`src/rtl/regfile_write_arbiter.sv`:
```
// Shares the single register-file write port between pipeline writeback and
// buffered long-latency results, and tracks busy destinations for decode stalls.
module regfile_write_arbiter #(
  parameter int unsigned FIFO_DEPTH   = 4,
  parameter int unsigned STARVE_LIMIT = 8
) (
  input  logic        clk,
  input  logic        reset,
  input  logic [31:0] w_result,
  input  logic [4:0]  w_rd,
  input  logic        lu_valid,
  output logic        lu_ready,
  input  logic [4:0]  lu_rd,
  input  logic [31:0] lu_result,
  input  logic        issue_valid,
  input  logic [4:0]  issue_rd,
  input  logic [4:0]  d_rs1,
  input  logic [4:0]  d_rs2,
  input  logic [4:0]  d_rd,
  output logic        hazard_stall,
  output logic        pipe_stall,
  output logic        rf_we,
  output logic [4:0]  rf_waddr,
  output logic [31:0] rf_wdata
);

  localparam int unsigned PTR_W  = (FIFO_DEPTH > 1) ? $clog2(FIFO_DEPTH) : 1;
  localparam int unsigned CNT_W  = PTR_W + 1;
  localparam int unsigned STV_W  = $clog2(STARVE_LIMIT + 1);
  localparam int unsigned DATA_W = 32;
  localparam int unsigned REG_W  = 5;
  localparam int unsigned NREGS  = 32;

  logic [REG_W-1:0]  rd_mem_q   [FIFO_DEPTH];
  logic [DATA_W-1:0] data_mem_q [FIFO_DEPTH];

  logic [PTR_W-1:0]  wr_ptr_q, wr_ptr_d;
  logic [PTR_W-1:0]  rd_ptr_q, rd_ptr_d;
  logic [CNT_W-1:0]  count_q, count_d;
  logic [STV_W-1:0]  starve_q, starve_d;
  logic [NREGS-1:0]  busy_q, busy_d;

  logic              empty;
  logic              full;
  logic              push;
  logic              push_store;
  logic              force_grant;
  logic              fifo_grant;
  logic [REG_W-1:0]  head_rd;
  logic [DATA_W-1:0] head_data;

  assign empty       = (count_q == '0);
  assign full        = (count_q == CNT_W'(FIFO_DEPTH));
  assign push        = lu_valid && !full;
  // Results for x0 complete the handshake but never occupy a slot.
  assign push_store  = push && (lu_rd != '0);
  assign force_grant = (starve_q == STV_W'(STARVE_LIMIT)) && !empty;
  assign fifo_grant  = force_grant || ((w_rd == '0) && !empty);
  assign head_rd     = rd_mem_q[rd_ptr_q];
  assign head_data   = data_mem_q[rd_ptr_q];

  assign lu_ready     = reset && !full;
  assign hazard_stall = reset && (busy_q[d_rs1] || busy_q[d_rs2] || busy_q[d_rd]);

  // Write-port mux; everything is held low while reset is asserted.
  always_comb begin
    rf_we      = 1'b0;
    rf_waddr   = '0;
    rf_wdata   = '0;
    pipe_stall = 1'b0;
    if (reset) begin
      if (fifo_grant) begin
        rf_we      = 1'b1;
        rf_waddr   = head_rd;
        rf_wdata   = head_data;
        pipe_stall = force_grant;
      end else if (w_rd != '0) begin
        rf_we    = 1'b1;
        rf_waddr = w_rd;
        rf_wdata = w_result;
      end
    end
  end

  always_comb begin
    wr_ptr_d = wr_ptr_q;
    rd_ptr_d = rd_ptr_q;
    starve_d = starve_q;
    busy_d   = busy_q;

    if (push_store) begin
      wr_ptr_d = wr_ptr_q + PTR_W'(1);
    end
    if (fifo_grant) begin
      rd_ptr_d = rd_ptr_q + PTR_W'(1);
    end
    count_d = count_q + CNT_W'(push_store) - CNT_W'(fifo_grant);

    if (empty || fifo_grant) begin
      starve_d = '0;
    end else if (starve_q != STV_W'(STARVE_LIMIT)) begin
      starve_d = starve_q + STV_W'(1);
    end

    // Clear before set so a same-cycle reissue keeps the register busy.
    if (fifo_grant) begin
      busy_d[head_rd] = 1'b0;
    end
    if (issue_valid && (issue_rd != '0)) begin
      busy_d[issue_rd] = 1'b1;
    end
    busy_d[0] = 1'b0;
  end

  always_ff @(posedge clk or negedge reset) begin
    if (!reset) begin
      wr_ptr_q <= '0;
      rd_ptr_q <= '0;
      count_q  <= '0;
      starve_q <= '0;
      busy_q   <= '0;
    end else begin
      wr_ptr_q <= wr_ptr_d;
      rd_ptr_q <= rd_ptr_d;
      count_q  <= count_d;
      starve_q <= starve_d;
      busy_q   <= busy_d;
    end
  end

  always_ff @(posedge clk or negedge reset) begin
    if (!reset) begin
      for (int i = 0; i < int'(FIFO_DEPTH); i++) begin
        rd_mem_q[i]   <= '0;
        data_mem_q[i] <= '0;
      end
    end else if (push_store) begin
      rd_mem_q[wr_ptr_q]   <= lu_rd;
      data_mem_q[wr_ptr_q] <= lu_result;
    end
  end

endmodule

```
`config.mk`:
```
export PLATFORM = sky130hd
export DESIGN_NAME = regfile_write_arbiter
export DESIGN_NICKNAME = d
export VERILOG_FILES = /design/src/rtl/regfile_write_arbiter.sv
export SDC_FILE = /design/constraint.sdc
export NUM_CORES = 1
export LEC_CHECK = 0
export CAP_MARGIN = 5
export CELL_PAD_IN_SITES_DETAIL_PLACEMENT = 1
export CELL_PAD_IN_SITES_GLOBAL_PLACEMENT = 2
export CORE_AREA = 2 2 231 119
export CTS_CLUSTER_SIZE = 28
export DETAILED_ROUTE_END_ITERATION = 12
export DIE_AREA = 0 0 233 121
export PLACE_DENSITY_LB_ADDON = 0.1
export RECOVER_POWER = 25
export SLEW_MARGIN = 20
export SYNTH_ARGS = -nofsm -noshare
export SYNTH_HDL_FRONTEND = slang
export SYNTH_SLANG_ARGS = --single-unit
```
`constraint.sdc`:
```
create_clock -name clk -period 3.29 [get_ports clk]
set_input_delay 0.4935 -clock clk [delete_from_list [all_inputs] [get_ports clk]]
set_output_delay 0.4935 -clock clk [all_outputs]
set_load 0.02 [all_outputs]
```
==> run_results.csv, run 1 <==
group,metric,value,unit
status,outcome,"completed",
setup_path,reg2reg_depth,13,
setup_path,required,2.80,ns
min_path,hold-path-endpoint,"data_mem_q[16]",
setup_path,cp_data_arrival_time,2.69,ns
global_routing,grt_use_met3,0.0435,
timing,timing.final.max_slew_violations,0,
drt,drt_drc_violations_left,0,
drt,wl,25.9,mm
clock_tree,cts_sinks,190,
placement,place_congestion,0.821,
power,totalPowerFinal,10.8,mW
setup_path,slowest_stage,"or4_4",
synth,synth_edf_count,0,
timing,worst_pin_slew,1.44,ns
timing,fin_ws,0.104,ns
final_layout,fin_cells,1244,
global_routing,grtUsageMet1,0.236,
power,comb_power_share,0.400,
drt,drt_iter0_markers,210,
synth,synth_ff_type,"dfrtp_1",
min_path,hold_depth,1,
clock_tree,cts_tree,"done",
global_routing,track_usage,0.196,
setup_path,worst_setup_path_end_kind,"output port",
global_routing,grt_pass1_wl,41.6,mm
setup_path,r2r-end,"count_q[2]",
synth,syn_inst,730,
final_layout,diodes,0,
timing,period_minus_slack,3.19,ns
placement,io_buffer_count,138,
synth,ys_ff_latch,190,
synth,syn_area,9820,sq um
synth,seq_area_frac_synth,0.484,
power,clkPwrFrac,0.203,
timing,finalHoldWorstSlack,0.491,ns
power,pwr-share-seq,0.396,
clock_tree,cts_setup_buffers,0,
final_layout,nets,986,
power,p_sw_frac,0.327,
floorplan,row_count,42,
setup_path,slowest_delay,0.56,ns
final_layout,fillCellCount,2701,
clock_tree,cts_buffer_depth,2,
setup_path,start_kind,"input pin",
timing,fmax,314,MHz
setup_path,crit_top_cell,"clkdlybuf4s50_1",
floorplan,die_area,28200,sq um
drt,vias,6658,
timing,max_slew_margin,0.0369,
power,switchingPower,3.54,mW
synth,syn-num-nets,837,
timing,rsz0062_at_grt,"false",
timing,post-route-period-util,0.968,
final_layout,final_area,12200,sq um
placement,dp_cells,1211,
clock_tree,root_buffer,"clkbuf_16",
setup_path,path_delay_family,"buffers and inverters",
global_routing,grt_overflow,0,
global_routing,grt_use_met2,0.357,
power,vdd_ir_drop_max,0.537,mV
placement,place_hpwl,17.4,mm
clock_tree,htree_levels,4,
drt,firstDrtPassIters,4,
global_routing,grt-busiest-layer,"met2",
floorplan,die_h,121,um
drt,ant_nets,0,
run,cap_viol_max_count,0,
setup_path,crit_chain,"clkdlybuf4s50_1, or4_4, buf_4, o31ai_4, buf_12, inv_2, clkdlybuf4s50_1",
final_layout,fin_util,0.468,
clock_tree,clk_latency,0.45,ns
setup_path,timing.rr.start,"starve_q[0]",
global_routing,grt_max_degree,146,
placement,dp_worst_setup_slack,-0.105,ns
final_layout,final_layout_size_suffix_gt1_frac,0.309,
min_path,worstHoldPathType,"reg2reg",
floorplan,core,26100,sq um
min_path,holdCritStartpoint,"data_mem_q[16]",
drt,wl_per_cell,20.8,um
timing,finalSetupViolCount,0,
final_layout,seq_area,4760,sq um
setup_path,cp.buffers_inverters,5,
global_routing,grt_antenna_before_repair,0,
timing,skew,0.0112,ns
synth,synth_cell_types,46,
clock_tree,cts-buffers-inserted,17,
power,p_int,7.28,mW
setup_path,reg2reg_slack,0.77,ns
synth,synthArstFlopShare,1.00,
setup_path,crit_type,"in2out",
floorplan,dieWidth,233,um
power,powerDensity,885,nW/um^2
floorplan,pin_count,139,
global_routing,first_global_vias,7531,
final_layout,multi_input_area,4640,sq um
setup_path,cp_max_fo,33,
clock_tree,path_clk_slew,0.07,ns
placement,dpl_cell_area,11600,sq um
synth,avgSynthCellArea,13.5,sq um
timing,fin_setup_tns,0,ns
floorplan,start_util,0.376,
timing,hold_viol,0,
power,leakagePower,5.14,nW
synth,yosysWarnings,0,
drt,viasPerCell,5.35,
final_layout,synthToLayoutAreaGrowth,24.5,%
## routing by layer
metal / routed length, um / share of wire
met2: 13700 / 0.53
met1: 11200 / 0.43
met4: 274 / 0.011
met3: 676 / 0.026
met5: 0 / 0
## worst max path at each step
stage	endpoint	cells past startpoint	slack (ns)	start
2_1_floorplan	count_q[2]	11	0.66	w_rd[3]
3_3_place_gp	rf_wdata[19]	9	-0.12	w_rd[3]
3_5_place_dp	rf_wdata[7]	9	-0.10	w_rd[3]
4_1_cts	rf_wdata[5]	9	-0.13	starve_q[0]
5_1_grt	rf_we	7	0.04	w_rd[3]
6_report	rf_we	7	0.10	w_rd[3]
## cell families after synthesis
logic type,synth area share
AOI/OAI and AO/OA,0.0607
muxes,0.318
and+or+nand+nor,0.0748
xor gates and xnor gates,0.00624
DFF,0.484
adders and majority gates,0.0122
buffers and inverters,0.0438
## registers in the layout (all words and copies together), names as in the netlist
signal / count
data_mem_q: 128
busy_q: 31
rd_mem_q: 20
starve_q: 4
count_q: 3
rd_ptr_q: 2
wr_ptr_q: 2
## power by group through the flow
stage,logic (mW),registers (mW),clock network [mW]
after global routing,4.75,4.45,2.36
after floorplan,3.50,3.98,0
after detailed placement,4.44,4.32,0
final,4.33,4.29,2.20
after global placement,4.33,4.24,0
after CTS,4.43,4.29,2.25
## cell type report
type                    instances  area share
repair buffers                171       0.140
well taps                     352      0.0360
flip-flops and latches        190       0.389
inverters                      12     0.00368
multi-input cells             487       0.380
clock buffers                  23      0.0407
clock inverters                 9      0.0105
## cells in the final DEF (no fill, tap or decap), types with 4 or more instances in the layout
cell and count:
mux2_1 8, nand2_1 86, mux4_2 56, nor2b_1 4, inv_1 10, dfrtp_1 188
nand3b_1 8, ha_1 8, buf_4 22, buf_12 8, nand3_1 5, nand2b_1 4
clkbuf_8 6, mux2_2 142, nand2_8 4, a21oi_1 39, clkbuf_16 17, clkdlybuf4s50_1 98
dlymetal6s2s_1 8, dlygate4sd2_1 31, o21ai_0 64, nor2_1 8, xnor2_1 6, mux2i_1 12
## cell usage after synthesis (2+ instances only)
| cell | number | share of area |
|---|---|---|
| nand4b_1 | 3 | 0.0027 |
| nor3b_1 | 2 | 0.0015 |
| buf_6 | 2 | 0.0023 |
| or3_1 | 3 | 0.0019 |
| o21ai_0 | 64 | 0.033 |
| nand2_1 | 86 | 0.033 |
| inv_1 | 10 | 0.0038 |
| ha_1 | 8 | 0.010 |
| nor4_1 | 2 | 0.0013 |
| nand2b_1 | 4 | 0.0025 |
| nor4bb_1 | 2 | 0.0020 |
| nor2b_1 | 4 | 0.0025 |
| buf_12 | 12 | 0.024 |
| mux4_2 | 56 | 0.13 |
| buf_2 | 11 | 0.0056 |
| mux4_1 | 2 | 0.0054 |
| mux2_1 | 8 | 0.0092 |
| nand3b_1 | 8 | 0.0061 |
| dfrtp_1 | 190 | 0.48 |
| clkbuf_1 | 14 | 0.0054 |
| buf_4 | 2 | 0.0015 |
| a21oi_1 | 39 | 0.020 |
| or3b_2 | 3 | 0.0027 |
| nand3_1 | 5 | 0.0025 |
| nor2_1 | 8 | 0.0031 |
| nand2_8 | 4 | 0.0082 |
| mux2i_1 | 12 | 0.012 |
| mux2_2 | 142 | 0.16 |
| inv_2 | 2 | 0.00076 |
| xnor2_1 | 6 | 0.0054 |
## timing repair
| action | 4_1_cts | 5_1_grt |
|---|---|---|
| gates resized for setup | 31 | 9 |
| endpoints found under the setup margin | 37 | 8 |
| hold buffers | 1 | 0 |
| endpoints found under the hold margin | 19 | 0 |
Note: power is estimated with default switching activity, not from simulation.
==> run 2: changes to the inputs <==
GPL_ROUTABILITY_DRIVEN = 1   (was default)
REMOVE_ABC_BUFFERS = 1   (was default)
==> run 2 against run 1 <==
The flow now finishes with violations (max-capacitance violations, max-slew violations). Highest routed layer unchanged. Sequential share of layout area is 0.068 points higher. Register-to-register slack improved by 0.02 ns. Sequential power barely moved. Worst setup slack worse by 0.0040 ns. Clock power barely moved. Cell count grew 0.16%. Fmax is 0.12% lower. Critical path type unchanged. Utilization down 0.081 points. Global-route usage is 0.24 points lower. Routed wire length about the same.
==> run_results.csv, run 2 (same netlist as run 1, synthesis figures left out) <==
group,metric,value,unit
floorplan,row_count,42,
clock_tree,cts_tree,"done",
timing,hold_viol,0,
clock_tree,root_buffer,"clkbuf_16",
setup_path,crit_type,"in2out",
placement,place_congestion,0.809,
timing,rsz0062_at_grt,"false",
timing,period_minus_slack,3.19,ns
drt,firstDrtPassIters,4,
timing,finalSetupViolCount,0,
clock_tree,clk_latency,0.44,ns
setup_path,reg2reg_depth,13,
global_routing,grt_antenna_before_repair,0,
final_layout,mostFrequentLayoutCells,"dfrtp_1 (188), mux2_2 (142), clkdlybuf4s50_1 (99)",
clock_tree,cts_sinks,190,
final_layout,largest_register,"data_mem_q",
final_layout,diodes,0,
min_path,worstHoldPathType,"reg2reg",
timing,fin_ws,0.0998,ns
global_routing,first_global_vias,7481,
placement,dp_worst_setup_slack,-0.190,ns
drt,drt_iter0_markers,334,
drt,wl,25.9,mm
timing,worst_pin_slew,1.56,ns
setup_path,start_kind,"input pin",
global_routing,track_usage,0.193,
power,leakagePower,5.07,nW
power,clkPwrFrac,0.202,
power,pwr-share-seq,0.399,
final_layout,final_layout_size_suffix_gt1_frac,0.313,
floorplan,die_h,121,um
clock_tree,htree_levels,4,
drt,ant_nets,0,
status,outcome,"finished with violations",
clock_tree,cts_buffer_depth,2,
clock_tree,cts-buffers-inserted,17,
power,p_int,7.26,mW
final_layout,synthToLayoutAreaGrowth,24.3,%
global_routing,grt_overflow,0,
global_routing,grt_pass1_wl,41.4,mm
setup_path,r2r-end,"count_q[2]",
timing,fmax,313,MHz
setup_path,cp_max_fo,33,
power,comb_power_share,0.399,
placement,io_buffer_count,138,
drt,wl_per_cell,20.8,um
drt,vias,6697,
setup_path,crit_path_start,"w_rd[3]",
power,p_sw_frac,0.330,
run,cap_viol_max_count,1,
drt,viasPerCell,5.37,
floorplan,start_util,0.376,
drt,drt_drc_violations_left,0,
timing,skew,0.00701,ns
power,vdd_ir_drop_max,0.433,mV
placement,dpl_cell_area,11600,sq um
placement,place_hpwl,17.4,mm
setup_path,cp_data_arrival_time,2.70,ns
clock_tree,path_clk_slew,0.07,ns
floorplan,core,26100,sq um
final_layout,largest_reg_flops,128,
final_layout,nets,988,
timing,timing.final.max_slew_violations,171,
setup_path,worst_setup_path_end_kind,"output port",
final_layout,layout_commonest_cell,"dfrtp_1",
floorplan,dieWidth,233,um
power,powerDensity,887,nW/um^2
floorplan,die_area,28200,sq um
final_layout,largestRegisters,"data_mem_q x128, busy_q x31, rd_mem_q x20",
setup_path,crit_path_end,"rf_we",
power,switchingPower,3.57,mW
setup_path,required,2.80,ns
timing,max_slew_margin,-0.0403,
setup_path,reg2reg_slack,0.79,ns
status,violations,"max-capacitance violations, max-slew violations",
floorplan,pin_count,139,
timing,post-route-period-util,0.970,
clock_tree,cts_setup_buffers,0,
final_layout,final_area,12200,sq um
global_routing,grt_max_degree,171,
setup_path,timing.rr.start,"starve_q[0]",
-- run 2: cell types whose count changed in the layout (fill, tap and decap cells not counted), moves of 2 or more --
cell and delta:
buf_4 +2, dlymetal6s2s_1 -7, dlygate4sd2_1 +4, clkinv_4 +5, clkbuf_8 -2
-- run 2: worst min path at each step --
stage                              start        endpoint  slack [ns]  depth (start not counted)
after detailed placement           reset  data_mem_q[63]        0.40                          1
after CTS                          reset  data_mem_q[63]        0.50                          2
after global placement             reset  data_mem_q[63]        0.39                          1
after global routing      data_mem_q[56]  data_mem_q[56]        0.51                          1
final                     data_mem_q[16]  data_mem_q[16]        0.49                          1
after floorplan                    reset      busy_q[10]        0.20                          0
-- run 2: cell type report --
class,instances,area [sq um]
clock buffer,20,467
fill,2692,13900
clock inverter,12,160
timing repair buffer,173,1700
sequential,190,4760
tap,352,440
multi-input combinational,487,4640
inverter,12,45.0
-- run 2: power by group through the flow --
stage	Clock, mW	Combinational [mW]	Sequential (mW)
6_report	2.19	4.32	4.32
2_1_floorplan	0	3.10	4.14
5_1_grt	2.34	4.71	4.48
3_3_place_gp	0	4.36	4.26
4_1_cts	2.26	4.43	4.32
3_5_place_dp	0	4.46	4.35
-- run 2: what timing repair did --
action,4_1_cts,5_1_grt
hold buffers,1,0
endpoints found under the setup margin,38,3
gates cloned,0,0
hold endpoints to repair,20,0
gates resized for setup,37,5
-- run 2: metrics by stage --
stage / total power [mW] / utilization / cells / hold slack (ns) / setup TNS (ns)
floorplan: 7.23 / - / 689 / 0.198 / 0
global placement: 8.62 / 0.445 / 1213 / 0.393 / -1.75
CTS: 11.0 / 0.468 / 1246 / 0.496 / -0.205
detailed placement: 8.82 / 0.445 / 1213 / 0.395 / -2.91
global route: 11.5 / 0.467 / 1246 / 0.512 / 0
finish: 10.8 / 0.467 / 1246 / 0.493 / 0
-- run 2: per-layer routing --
layer | share of wire | wire (um) | global-route usage | vias up
met5 | 0 | 0 | 0 | -
met2 | 0.51 | 13100 | 0.337 | 112
met1 | 0.45 | 11600 | 0.249 | 3552
met4 | 0.015 | 400 | 0.0569 | 0
li1 | - | - | - | 3004
met3 | 0.031 | 797 | 0.0320 | 29
-- run 2: worst max-delay path: stages --
cell,delay (ns)
clkdlybuf4s50_1,0.42
or4_4,0.56
buf_4,0.16
o31ai_4,0.22
buf_12,0.25
inv_2,0.04
clkdlybuf4s50_1,0.53
==> run 3: changes to the inputs <==
CORE_AREA = 2 2 284 146   (was 2 2 231 119)
DIE_AREA = 0 0 286 148   (was 0 0 233 121)
HOLD_SLACK_MARGIN = 0.12   (was default)
==> run 3 against run 2 <==
The run still ends with max-capacitance violations, max-slew violations left. Routed wire length up 22%. Cell count grew 16%. Register-to-register slack lost 0.28 ns. Fmax rose by 0.77%. Global-route usage decreased by 3.7 points. Worst hold slack better by 0.0027 ns. Non-clock buffer count grew 7. Critical path depth down 1. Sequential power is 2% higher. Clock-buffer cell count shrank 2. Largest cell class unchanged.
==> run_results.csv, run 3 (same netlist as run 1, synthesis figures left out) <==
group,metric,value,unit
global_routing,grt_overflow,0,
placement,place_hpwl,23.2,mm
run,cap_viol_max_count,1,
final_layout,layout_commonest_cell,"dfrtp_1",
setup_path,cp_data_arrival_time,2.67,ns
final_layout,largestRegisters,"data_mem_q x128, busy_q x31, rd_mem_q x20",
setup_path,slowest_stage,"clkdlybuf4s50_1",
floorplan,start_util,0.247,
timing,max_slew_margin,-0.356,
global_routing,grt_max_degree,82,
floorplan,core,39800,sq um
setup_path,cp_max_fo,3,
status,outcome,"finished with violations",
min_path,worstHoldPathType,"reg2reg",
power,leakagePower,5.09,nW
setup_path,reg2reg_slack,0.51,ns
timing,rsz0062_at_grt,"false",
clock_tree,clk_latency,0.45,ns
power,powerDensity,889,nW/um^2
clock_tree,path_clk_slew,0.07,ns
clock_tree,htree_levels,4,
final_layout,synthToLayoutAreaGrowth,27.0,%
global_routing,grt_antenna_before_repair,1,
timing,skew,0.00973,ns
power,vdd_ir_drop_max,0.451,mV
placement,io_buffer_count,138,
drt,ant_nets,0,
clock_tree,cts_sinks,190,
setup_path,start_kind,"input pin",
timing,fmax,316,MHz
drt,drt_iter0_markers,323,
final_layout,final_layout_size_suffix_gt1_frac,0.319,
drt,wl,31.6,mm
setup_path,slowest_delay,0.58,ns
floorplan,row_count,52,
setup_path,crit_chain,"clkdlybuf4s50_1, mux4_2, mux2_2, a311oi_1, a41oi_1, dlygate4sd1_1",
timing,fin_setup_tns,0,ns
timing,worst_pin_slew,2.03,ns
global_routing,track_usage,0.156,
placement,place_congestion,0.817,
floorplan,die_h,148,um
clock_tree,cts_tree,"done",
drt,firstDrtPassIters,4,
drt,drt_drc_violations_left,0,
clock_tree,cts_buffer_depth,2,
clock_tree,cts-buffers-inserted,17,
drt,vias,6788,
global_routing,grt_pass1_wl,48.8,mm
drt,wl_per_cell,21.9,um
drt,viasPerCell,4.70,
final_layout,nets,995,
timing,finalSetupViolCount,0,
global_routing,first_global_vias,7600,
setup_path,required,2.80,ns
final_layout,fillCellCount,4288,
timing,period_minus_slack,3.17,ns
status,violations,"max-capacitance violations, max-slew violations",
timing,post-route-period-util,0.962,
floorplan,die_area,42300,sq um
floorplan,dieWidth,286,um
clock_tree,root_buffer,"clkbuf_16",
setup_path,crit_type,"in2out",
final_layout,largest_register,"data_mem_q",
final_layout,mostFrequentLayoutCells,"dfrtp_1 (188), mux2_2 (142), clkdlybuf4s50_1 (97)",
setup_path,worst_setup_path_end_kind,"output port",
final_layout,largest_reg_flops,128,
final_layout,fin_util,0.313,
timing,timing.final.max_slew_violations,82,
timing,hold_viol,0,
floorplan,pin_count,139,
run 3: cell types whose count changed in the layout (fill, tap and decap cells not counted), sizes merged, moves of 2 or more:
cell           delta
inv               +8
buf               +7
clkinv            -5
dlygate4sd2       +3
bufinv            -2
clkbuf            -2
clkdlybuf4s50     -2
diode             +2
run 3: final cells by class:
type	instances	area, sq um	share of cell area
antenna	2	5.00	0.000401
clock buffer	18	429	0.0344
clock inverter	14	149	0.0119
inverter	12	45.0	0.00361
multi-input combinational	487	4650	0.373
sequential	190	4760	0.382
tap	540	676	0.0542
timing repair buffer	180	1760	0.141
run 3: repair_timing:
| action | 4_1_cts | 5_1_grt |
|---|---|---|
| endpoints found under the setup margin | 39 | 23 |
| hold buffers | 0 | 0 |
| cloned | 0 | 0 |
| buffers inserted | 1 | 1 |
| gates resized for setup | 40 | 3 |
| pin swaps | 1 | 1 |
run 3: layer usage:
metal | track usage | vias up | wire length (um)
met5 | 0 | - | 0
met4 | 0.0401 | 0 | 314
met3 | 0.0330 | 28 | 1190
met2 | 0.237 | 118 | 14100
met1 | 0.227 | 3621 | 16000
li1 | - | 3021 | -
run 3: per-stage QoR:
stage | hold WS [ns] | instance area [sq um] | total power [mW] | worst slack (ns) | cells
CTS | 0.224 | 12500 | 11.3 | 0.0144 | 1440
finish | 0.496 | 12500 | 11.1 | 0.124 | 1443
floorplan | 0.198 | 9430 | 7.23 | 0.129 | 689
global route | 0.513 | 12500 | 11.8 | 0.000300 | 1441
global placement | 0.467 | 11900 | 8.85 | -0.142 | 1407
detailed placement | 0.486 | 11900 | 9.16 | -0.183 | 1407
run 3: worst max-delay path, delay by kind of cell:
kind            cells  cell delay [ns]
compound gates      2             0.44
buf+inv             2             0.91
mux                 2             0.82
run 3: power breakdown:
part	switching [mW]	internal [mW]	total [mW]
combinational	2.07	2.53	4.59
clock	1.02	1.08	2.09
sequential	0.871	3.53	4.40
total	3.95	7.13	11.1
run 3: worst paths after layout:
kind / from / to / depth (start not counted)
hold reg to reg: data_mem_q[93] / data_mem_q[93] / 1
min in group asynchronous: reset / starve_q[0] / 2
setup / recovery: d_rd[3] / hazard_stall / 6
hold / removal: data_mem_q[93] / data_mem_q[93] / 1
setup reg to reg: rd_ptr_q[0] / busy_q[9] / 4
max in group asynchronous: reset / busy_q[26] / 3
